`config.mk`:
```
export PLATFORM = sky130hd
export DESIGN_NAME = mem_arbiter
export DESIGN_NICKNAME = d
export VERILOG_FILES = /design/src/rtl/mem_arb_pkg.sv /design/src/rtl/arb_wait_counter.sv /design/src/rtl/mem_arbiter.sv
export SDC_FILE = /design/constraint.sdc
export NUM_CORES = 1
export LEC_CHECK = 0
export CAP_MARGIN = 20
export CELL_PAD_IN_SITES_DETAIL_PLACEMENT = 1
export CELL_PAD_IN_SITES_GLOBAL_PLACEMENT = 1
export CORE_ASPECT_RATIO = 0.5
export CORE_MARGIN = 2
export CORE_UTILIZATION = 25
export CTS_BUF_LIST = sky130_fd_sc_hd__clkbuf_16
export CTS_CLUSTER_DIAMETER = 120
export DETAILED_ROUTE_END_ITERATION = 8
export PLACE_DENSITY_LB_ADDON = 0.25
export SYNTH_ARGS = -nofsm -noshare
export SYNTH_HDL_FRONTEND = slang
export SYNTH_SLANG_ARGS = --single-unit
```
`constraint.sdc`:
```
create_clock -name clk -period 1.6 [get_ports clk]
set_input_delay 0.24 -clock clk [delete_from_list [all_inputs] [get_ports clk]]
set_output_delay 0.24 -clock clk [all_outputs]
set_load 0.1 [all_outputs]
```
`src/rtl/mem_arb_pkg.sv`:
```
// rtl/mem_arb_pkg.sv - shared types and encodings for the instruction/data memory arbiter
package mem_arb_pkg;

    typedef enum logic [1:0] {
        IDLE  = 2'd0,
        ISSUE = 2'd1,
        WAIT  = 2'd2,
        DONE  = 2'd3
    } arb_state_t;

    localparam int PORT_I = 0;
    localparam int PORT_D = 1;

    localparam logic RW_WRITE = 1'b1;
    localparam logic RW_READ  = 1'b0;

    // With both ports requesting, the one that did not own the previous access wins.
    function automatic logic pick_port(input logic [1:0] strobe, input logic last_grant);
        if (strobe[PORT_I] && strobe[PORT_D]) begin
            return ~last_grant;
        end
        return strobe[PORT_D];
    endfunction

    function automatic logic [1:0] port_onehot(input logic port);
        return port ? 2'b10 : 2'b01;
    endfunction

endpackage

```
`src/rtl/arb_wait_counter.sv`:
```
// rtl/arb_wait_counter.sv - down-counter that times the fixed memory wait states
module arb_wait_counter #(
    parameter int W = 3
) (
    input  logic         clk,
    input  logic         reset,
    input  logic         load,
    input  logic [W-1:0] load_val,
    output logic         last
);

    logic [W-1:0] count_q;

    always_ff @(posedge clk) begin
        if (reset) begin
            count_q <= '0;
        end else if (load) begin
            count_q <= load_val;
        end else if (count_q != '0) begin
            count_q <= count_q - 1'b1;
        end
    end

    assign last = (count_q == W'(1));

endmodule

```
`src/rtl/mem_arbiter.sv`:
```
// rtl/mem_arbiter.sv - round-robin arbiter sharing one memory port between I-cache and D-cache
module mem_arbiter
    import mem_arb_pkg::*;
#(
    parameter int ADDR_W      = 16,
    parameter int DATA_W      = 32,
    parameter int WAIT_CYCLES = 4
) (
    input  logic              clk,
    input  logic              reset,
    input  logic [1:0]        req_strobe,
    input  logic [1:0]        req_rw,
    input  logic [ADDR_W-1:0] req_addr0,
    input  logic [ADDR_W-1:0] req_addr1,
    input  logic [DATA_W-1:0] req_wdata0,
    input  logic [DATA_W-1:0] req_wdata1,
    output logic [1:0]        req_ready,
    output logic [DATA_W-1:0] req_rdata,
    output logic [1:0]        grant,
    output logic              mem_strobe,
    output logic              mem_rw,
    output logic [ADDR_W-1:0] mem_addr,
    output logic [DATA_W-1:0] mem_wdata,
    input  logic [DATA_W-1:0] mem_rdata
);

    localparam int CNT_W = $clog2(WAIT_CYCLES + 1);
    localparam logic [CNT_W-1:0] WAIT_VAL = CNT_W'(WAIT_CYCLES);

    arb_state_t state_q, state_d;

    logic              take;
    logic              ctr_load;
    logic              ctr_last;
    logic              sel_port;
    logic              gnt_port_q;
    logic              last_grant_q;
    logic [1:0]        grant_q;
    logic              rw_q;
    logic [ADDR_W-1:0] addr_q;
    logic [DATA_W-1:0] wdata_q;
    logic [DATA_W-1:0] rdata_q;

    assign sel_port = pick_port(req_strobe, last_grant_q);

    arb_wait_counter #(
        .W(CNT_W)
    ) u_wait_counter (
        .clk      (clk),
        .reset    (reset),
        .load     (ctr_load),
        .load_val (WAIT_VAL),
        .last     (ctr_last)
    );

    always_ff @(posedge clk) begin
        if (reset) begin
            state_q <= IDLE;
        end else begin
            state_q <= state_d;
        end
    end

    always_comb begin
        state_d  = state_q;
        take     = 1'b0;
        ctr_load = 1'b0;
        case (state_q)
            IDLE: begin
                if (|req_strobe) begin
                    take    = 1'b1;
                    state_d = ISSUE;
                end
            end
            ISSUE: begin
                ctr_load = 1'b1;
                state_d  = WAIT;
            end
            WAIT: begin
                if (ctr_last) begin
                    state_d = DONE;
                end
            end
            DONE: begin
                state_d = IDLE;
            end
            default: begin
                state_d = IDLE;
            end
        endcase
    end

    // Request fields are captured once at grant; later requester changes are ignored.
    always_ff @(posedge clk) begin
        if (reset) begin
            gnt_port_q   <= 1'b0;
            last_grant_q <= 1'b1;
            grant_q      <= 2'b00;
            rw_q         <= RW_READ;
            addr_q       <= '0;
            wdata_q      <= '0;
            rdata_q      <= '0;
        end else begin
            if (take) begin
                gnt_port_q <= sel_port;
                grant_q    <= port_onehot(sel_port);
                rw_q       <= req_rw[sel_port];
                addr_q     <= sel_port ? req_addr1 : req_addr0;
                wdata_q    <= sel_port ? req_wdata1 : req_wdata0;
            end
            if (state_q == DONE) begin
                grant_q      <= 2'b00;
                last_grant_q <= gnt_port_q;
                if (rw_q == RW_READ) begin
                    rdata_q <= mem_rdata;
                end
            end
        end
    end

    // Read data is forwarded in DONE so it is valid alongside req_ready, then held.
    assign req_rdata  = (state_q == DONE && rw_q == RW_READ) ? mem_rdata : rdata_q;
    assign req_ready  = (state_q == DONE) ? grant_q : 2'b00;
    assign grant      = grant_q;
    assign mem_strobe = (state_q == ISSUE);
    assign mem_rw     = rw_q;
    assign mem_addr   = addr_q;
    assign mem_wdata  = wdata_q;

endmodule

```
==> flow_metrics.tcl, run 1 <==
set metrics [dict create \
    vdd_drop_max_mv 0.740 \
    antenna_found_initial 0 \
    maxSlewHeadroom 0.790 \
    status "complete, but fails checks" \
    grtUsageMet3 0.0508 \
    cts.sinks 90 \
    period_share 1.21 \
    grt-busiest-layer "met2" \
    drtIter0Drc 115 \
    drc 0 \
    power_leakage_nw 3.26 \
    worst_pin_slew_ns 0.314 \
    io_pins 220 \
    switchingPower_mw 6.73 \
    p_per_area_mw_per_mm2 1810 \
    synth_top_area_cell "dfxtp_1" \
    critPathKind "reg -> out" \
    synth_seq_area_share 0.466 \
    setup_tns_ns -18.00 \
    reg2reg_slack_ns -0.20 \
    start_kind "flip-flop" \
    synth_nets 473 \
    rows 32 \
    grt_util_all_layers 0.180 \
    die_w_um 180 \
    synth_warnings 0 \
    rsz0062_at_grt "yes" \
    syn_area_mm2 0.00386 \
    synth_ff_type "dfxtp_1" \
    cts_buffers 9 \
    crit_fanout 13 \
    dr.pass1.iters 4 \
    synth_most_common_cell "dfxtp_1" \
    first_global_vias 3984 \
    cts_tree "built" \
    grt_pass1_wl_um 23200 \
    drive_above_1_share 0.344 \
    hold_buffers 0 \
    die_area_mm2 0.0165 \
    wire_per_inst_um 19.1 \
    syn_avg_cell_area_um2 11.7 \
    timing.hold.ws_ns 0.221 \
    clockPowerShare 0.141 \
    dp_cells 747 \
    crit_arrival_ns 1.70 \
    core_area_mm2 0.0153 \
    drv_cap 0 \
    grt_max_degree 43 \
    p_sw_frac 0.459 \
    final_area_mm2 0.00811 \
    cp-end-kind "output pin" \
    violations "negative setup slack" \
    antenna_cells 0 \
    clockBufferDepth 2 \
    clk_latency_ns 0.34 \
    use_met2 0.342 \
    clock.fmax_mhz 515 \
    syn2layout_area_growth_pct 110 \
    synth-edff-count 0 \
    start_util 0.253 \
    syn-instance-count 331 \
    grtUsageMet1 0.196 \
    ys_ff_latch 90 \
    post-route-min-period_ns 1.94 \
    worst_slack_ns -0.340 \
    wirelength_um 15000 \
    pre_cts_slack_ns -0.186 \
    final_hold_viol_count 0 \
    p_comb_frac 0.640 \
    netlist_top_cells_count "90 x dfxtp_1, 50 x nor3b_1, 49 x a221o_1" \
    p_int_mw 7.93 \
    grt_overflow 0 \
    drv_slew 0 \
    fin_cells 785 \
    yosys-top-cells-area "dfxtp_1 47%, a221o_1 13%, mux2_4 12%, nor3b_1 9.7%, nor2b_1 5.3%" \
    h-tree-depth 3 \
    clock-root-buffer "clkbuf_16" \
    nNetsFinal 718 \
    placed_area_mm2 0.00729 \
    seq_power_share 0.219 \
    clk_pin_slew_worst_paths_ns 0.06 \
    critical_path_required_ns 1.36 \
    yosysTopAreaCellShare 0.466 \
    ys_types 32 \
    clock_skew_ns 0.00775 \
    setup_viol 83 \
    die_h_um 91.9 \
    hpwl_um 9960 \
    routed-via-count 3617 \
    synthArstFlopShare 0 \
    io_buffers 219 \
    hold_class "in -> reg" \
    vias_per_cell 4.61 \
    globalplace.congestion 0.732 \
    final_antenna_net_count 0 \
]
state kept, by name, indices dropped and copies added (netlist names):
| register | count |
|---|---|
| rdata_q | 32 |
| mem_addr | 16 |
| gnt_port_q | 1 |
| mem_wdata | 32 |
| grant | 2 |
| u_wait_counter.count_q | 3 |
| mem_rw | 1 |
| last_grant_q | 1 |
| state_q | 2 |
worst max-delay path, cell delays in order, from the launching register on:
cell and delay (ns):
dfxtp_4 0.35, ha_4 0.16, nand2b_4 0.15, buf_16 0.18
mux2_4 0.33, buf_12 0.17
path summary, 6_finish.rpt:
kind,depth (start not counted),startpoint,to
max reg2reg,8,state_q[1],mem_addr[14]
min,2,reset,gnt_port_q
min reg2reg,2,gnt_port_q,gnt_port_q
max,5,state_q[1],req_rdata[28]
cell families (layout without fill, tap and decap cells):
| group | after synthesis | in the layout | synth area share |
|---|---|---|---|
| and+or+nand+nor | 106 | 106 | 0.185 |
| DFF | 90 | 90 | 0.466 |
| AOI/OAI and AO/OA | 59 | 59 | 0.145 |
| buffers and inverters | 34 | 284 | 0.0505 |
| muxes | 33 | 33 | 0.125 |
| adders and majority gates | 8 | 8 | 0.0259 |
| xor gates and xnor gates | 1 | 1 | 0.00227 |
what timing repair did:
item,CTS,global route
buffers inserted,13,2
setup endpoints to repair,84,86
gates resized for setup,28,14
cloned,9,1
hold endpoints to repair,0,0
pin swaps,6,37
layout by cell type (no fill, tap or decap), drive strengths merged:
cell and n:
clkdlybuf4s50 132, buf 129, dfxtp 90, nor3b 51, a221o 49, nor2b 33
mux2 32, clkbuf 11, ha 8, inv 6, nand2b 5, nand2 5
nor2 3, a21oi 3, and2 3, nor3 3, clkinv 3, clkinvlp 2
o21a 2, and2b 1, xnor2 1, a21o 1, a211oi 1, mux2i 1
nand3 1, a211o 1, a21boi 1, a2111oi 1, or3 1, bufbuf 1
power by group through the flow:
stage	clock (mW)	combinational [mW]	sequential, mW
floorplan	0	2.67	5.58
global placement	0	8.25	3.22
detailed placement	0	8.32	3.24
CTS	2.15	9.43	3.21
global route	2.25	9.70	3.27
finish	2.07	9.38	3.21
through the flow:
| step | total power, mW | utilization |
|---|---|---|
| global placement | 11.5 | 0.478 |
| detailed placement | 11.6 | 0.478 |
| CTS | 14.8 | 0.529 |
| global route | 15.2 | 0.531 |
| finish | 14.7 | 0.531 |
| floorplan | 8.25 | - |
routing by layer:
layer	vias to the layer above	part of all wire
li1	1721	-
met1	1775	0.39
met3	26	0.047
met2	95	0.54
met5	-	0
met4	0	0.022
cell type report:
type,instances,area (µm²)
Inverter,5,23.8
Multi-Input combinational cell,207,1980
Clock inverter,6,41.3
Fill cell,1509,7150
Timing Repair Buffer,263,3740
Tap cell,204,255
Clock buffer,10,250
Sequential cell,90,1810
Power figures use the tool's default switching activity.
==> inputs of run 2 (changes only) <==
--- a/config.mk
+++ b/config.mk
@@ -11,7 +11,7 @@
 export CORE_ASPECT_RATIO = 0.5
 export CORE_MARGIN = 2
 export CORE_UTILIZATION = 25
-export CTS_BUF_LIST = sky130_fd_sc_hd__clkbuf_16
+export CTS_BUF_LIST = sky130_fd_sc_hd__clkbuf_4 sky130_fd_sc_hd__clkbuf_8 sky130_fd_sc_hd__clkbuf_16
 export CTS_CLUSTER_DIAMETER = 120
 export DETAILED_ROUTE_END_ITERATION = 8
 export PLACE_DENSITY_LB_ADDON = 0.25
==> flow_metrics.tcl, run 2 (synthesis gave the netlist of run 1 again) <==
set metrics [dict create \
    vias_per_cell 4.60 \
    rsz0062_at_grt "yes" \
    syn2layout_area_growth_pct 111 \
    setup_viol 83 \
    dr.pass1.iters 4 \
    h-tree-depth 3 \
    path_cells "ha_4, nand2b_4, buf_16, mux2_4, buf_12" \
    cp-end-kind "output pin" \
    core_area_mm2 0.0153 \
    drtIter0Drc 151 \
    grt_util_all_layers 0.180 \
    worst_slack_ns -0.340 \
    final_hold_viol_count 0 \
    start_kind "flip-flop" \
    crit_start "state_q[1]" \
    grt_pass1_wl_um 23200 \
    cts_tree "built" \
    clock-root-buffer "clkbuf_16" \
    drc 0 \
    cts_buffers 9 \
    dp_cells 747 \
    hpwl_um 9960 \
    p_per_area_mw_per_mm2 1810 \
    antenna_cells 0 \
    setup_tns_ns -18.41 \
    wirelength_um 15000 \
    nNetsFinal 720 \
    post-route-min-period_ns 1.94 \
    rows 32 \
    vdd_drop_max_mv 0.745 \
    clockBufferDepth 2 \
    fin_util 0.535 \
    hold_class "in -> reg" \
    die_area_mm2 0.0165 \
    antenna_found_initial 0 \
    final_antenna_net_count 0 \
    fin_cells 787 \
    drv_cap 0 \
    power_leakage_nw 3.28 \
    io_buffers 219 \
    critical_path_required_ns 1.36 \
    grt_max_degree 43 \
    wire_per_inst_um 19.1 \
    routed-via-count 3620 \
    worst_pin_slew_ns 0.314 \
    total_power_mw 14.8 \
    maxSlewHeadroom 0.790 \
    start_util 0.253 \
    crit_fanout 13 \
    final_cell_mix "132 x clkdlybuf4s50_1, 99 x buf_12, 85 x dfxtp_1" \
    clock_skew_ns 0.00833 \
    drv_slew 0 \
    period_share 1.21 \
    critPathKind "reg -> out" \
    first_global_vias 3988 \
    fillers 1510 \
    cts.sinks 90 \
    worstReg2RegStart "state_q[1]" \
    die_w_um 180 \
    die_h_um 91.9 \
    violations "negative setup slack" \
    hold_buffers 0 \
    crit_arrival_ns 1.70 \
    clk_latency_ns 0.34 \
    final_common_cell "clkdlybuf4s50_1" \
    drive_above_1_share 0.350 \
    grt_overflow 0 \
    clk_pin_slew_worst_paths_ns 0.06 \
    slowest_delay_ns 0.35 \
    cpMaxStageDelayCell "dfxtp_4" \
    min_from "reset" \
    io_pins 220 \
    status "complete, but fails checks" \
    clock.fmax_mhz 516 \
    globalplace.congestion 0.732 \
]
[run 2: changes by cell type in the layout (fill, tap and decap cells not counted), sizes merged]
cell    previous run  this run
buf              129       131
clkbuf            11        13
bufbuf             1         0
inv                6         5
[run 2: final cells by class]
cell class                 instances  area [µm²]  share of cell area
timing repair buffer             265        3780               0.464
multi-input combinational        207        1980               0.243
sequential                        90        1810               0.222
clock buffer                      11         258              0.0316
tap                              204         255              0.0313
clock inverter                     5        37.5             0.00460
inverter                           5        23.8             0.00292
[run 2: worst paths after layout]
| kind | to | slack [ns] | cells past startpoint |
|---|---|---|---|
| max reg2reg | mem_addr[0] | -0.21 | 9 |
| max | req_rdata[28] | -0.34 | 5 |
| min reg2reg | gnt_port_q | 0.47 | 2 |
| min | gnt_port_q | 0.22 | 2 |
[run 2: routing by layer]
layer  global-route usage  up-vias  share of wire
li1                     -     1727              -
met1                0.196     1771           0.39
met2                0.343       95           0.54
met3               0.0508       27          0.047
met4               0.0495        0          0.022
met5                    0        -              0
[run 2: what timing repair did]
action | 4_1_cts | 5_1_grt
buffers inserted | 13 | 4
pin swaps | 6 | 32
hold endpoints to repair | 0 | 0
endpoints found under the setup margin | 84 | 86
gates resized for setup | 28 | 16
gates cloned | 9 | 2
[run 2: report_power, final]
part	total, mW	internal, mW	leakage, nW	switching [mW]
registers	3.21	2.76	0.739	0.445
clock network	2.10	1.17	0.140	0.926
logic	9.48	4.09	2.40	5.39
[run 2: per-stage QoR]
| step | hold WS [ns] | worst slack (ns) | instance area (µm²) |
|---|---|---|---|
| finish | 0.219 | -0.340 | 8160 |
| global route | 0.235 | -0.407 | 8160 |
| CTS | 0.215 | -0.351 | 8080 |
| detailed placement | 0.455 | -0.186 | 7290 |
| global placement | 0.442 | -0.138 | 7290 |
| floorplan | 0.378 | -0.116 | 3890 |
[run 2: worst max-delay path: cells and delay by family (launching register included)]
family        cells  cell delay [ns]
mux               1             0.33
simple gates      1             0.15
fa+ha+maj         1             0.16
buf+inv           2             0.35
flops             1             0.35
==> inputs of run 3 (changes only) <==
--- a/config.mk
+++ b/config.mk
@@ -9,11 +9,11 @@
 export CELL_PAD_IN_SITES_DETAIL_PLACEMENT = 1
 export CELL_PAD_IN_SITES_GLOBAL_PLACEMENT = 1
 export CORE_ASPECT_RATIO = 0.5
-export CORE_MARGIN = 2
-export CORE_UTILIZATION = 25
+export CORE_UTILIZATION = 41
 export CTS_BUF_LIST = sky130_fd_sc_hd__clkbuf_4 sky130_fd_sc_hd__clkbuf_8 sky130_fd_sc_hd__clkbuf_16
 export CTS_CLUSTER_DIAMETER = 120
 export DETAILED_ROUTE_END_ITERATION = 8
+export DONT_BUFFER_PORTS = 1
 export PLACE_DENSITY_LB_ADDON = 0.25
 export SYNTH_ARGS = -nofsm -noshare
 export SYNTH_HDL_FRONTEND = slang
==> flow_metrics.tcl, run 3 (synthesis gave the netlist of run 1 again) <==
set metrics [dict create \
    final_common_cell "dfxtp_1" \
    worst_pin_slew_ns 0.344 \
    drive_above_1_share 0.483 \
    fillers 830 \
    drtIter0Drc 106 \
    grt_pass1_wl_um 18100 \
    wire_per_inst_um 24.4 \
    final_antenna_net_count 0 \
    core_area_mm2 0.00892 \
    die_h_um 70.6 \
    cts_buffers 9 \
    status "complete, but fails checks" \
    io_pins 220 \
    worst_slack_ns -0.279 \
    start_util 0.433 \
    register_area_mm2 0.00181 \
    pre_cts_slack_ns -0.0691 \
    wirelength_um 12800 \
    die_area_mm2 0.00984 \
    maxSlewHeadroom 0.765 \
    grt_max_degree 57 \
    vdd_drop_max_mv 1.20 \
    post-route-min-period_ns 1.88 \
    h-tree-depth 3 \
    start_kind "flip-flop" \
    crit_arrival_ns 1.64 \
    syn2layout_area_growth_pct 47.0 \
    clock-root-buffer "clkbuf_16" \
    drv_slew 0 \
    globalplace.congestion 0.742 \
    antenna_found_initial 0 \
    dr.pass1.iters 4 \
    clock_skew_ns 0.00601 \
    hpwl_um 7580 \
    clk_pin_slew_worst_paths_ns 0.07 \
    die_w_um 139 \
    multi_input_area_mm2 0.00226 \
    power_leakage_nw 2.40 \
    rsz0062_at_grt "yes" \
    grt_overflow 0 \
    final_hold_viol_count 0 \
    clockBufferDepth 2 \
    rows 24 \
    vias_per_cell 5.78 \
    first_global_vias 3193 \
    drc 0 \
    drv_cap 0 \
    period_share 1.17 \
    crit_fanout 12 \
    setup_viol 83 \
    final_cell_mix "85 x dfxtp_1, 59 x buf_4, 49 x a221o_1" \
    routed-via-count 3037 \
    cp-end-kind "output pin" \
    hold_class "in -> reg" \
    fin_util 0.637 \
    grt_util_all_layers 0.241 \
    critical_path_required_ns 1.36 \
    p_per_area_mw_per_mm2 2290 \
    clk_latency_ns 0.34 \
    antenna_cells 0 \
    reg2reg_slack_ns -0.21 \
    nNetsFinal 545 \
    cts.sinks 90 \
    cts_tree "built" \
    clock.fmax_mhz 532 \
    violations "negative setup slack" \
    critPathKind "reg -> out" \
    io_buffers 0 \
]
==> run 3: worst max-delay path: stages (launching register included) <==
cell      delay, ns
dfxtp_4        0.36
ha_4           0.16
nand2b_4       0.14
buf_16         0.18
mux2_4         0.45
==> run 3: per-layer routing <==
metal	vias up	track usage	share of wire
met3	21	0.0826	0.065
met1	1510	0.263	0.39
met5	-	0	0
li1	1375	-	-
met2	131	0.446	0.52
met4	0	0.0704	0.020
==> run 3: path summary, 6_finish.rpt <==
kind | startpoint | endpoint | cells past startpoint
hold reg to reg | gnt_port_q | last_grant_q | 1
setup reg to reg | state_q[1] | mem_addr[13] | 9
hold / removal | req_wdata1[8] | mem_wdata[8] | 1
setup / recovery | state_q[1] | req_rdata[7] | 4
==> run 3: layout make-up <==
class / count / area share
Clock buffer: 10 / 0.0441
Multi-Input combinational cell: 207 / 0.398
Sequential cell: 90 / 0.319
Inverter: 5 / 0.00419
Clock inverter: 6 / 0.0165
Timing Repair Buffer: 90 / 0.192
Tap cell: 117 / 0.0258
==> run 3: stage by stage <==
step                power (mW)   TNS (ns)  cell area (µm²)  hold slack, ns  std cells
finish                    13.0     -15.04             5680          0.0326        525
global placement          9.21  -0.000202             4490           0.320        485
detailed placement        9.39      -1.39             4490           0.329        485
CTS                       12.4      -9.49             5170          0.0286        514
floorplan                 8.25      -5.08             3890           0.378        331
global route              13.4     -19.63             5680          0.0147        525
==> run 3: where the power goes <==
group	total, mW	switching (mW)	internal [mW]
Sequential	3.06	0.298	2.76
Clock	2.43	0.944	1.48
Combinational	7.50	5.18	2.31
==> run 3: timing repair <==
action	CTS	global route
gates cloned	6	8
hold buffers	2	0
gates resized for setup	25	62
pin swaps	4	18
hold endpoints to repair	37	0
setup buffers	6	5
setup endpoints to repair	93	97
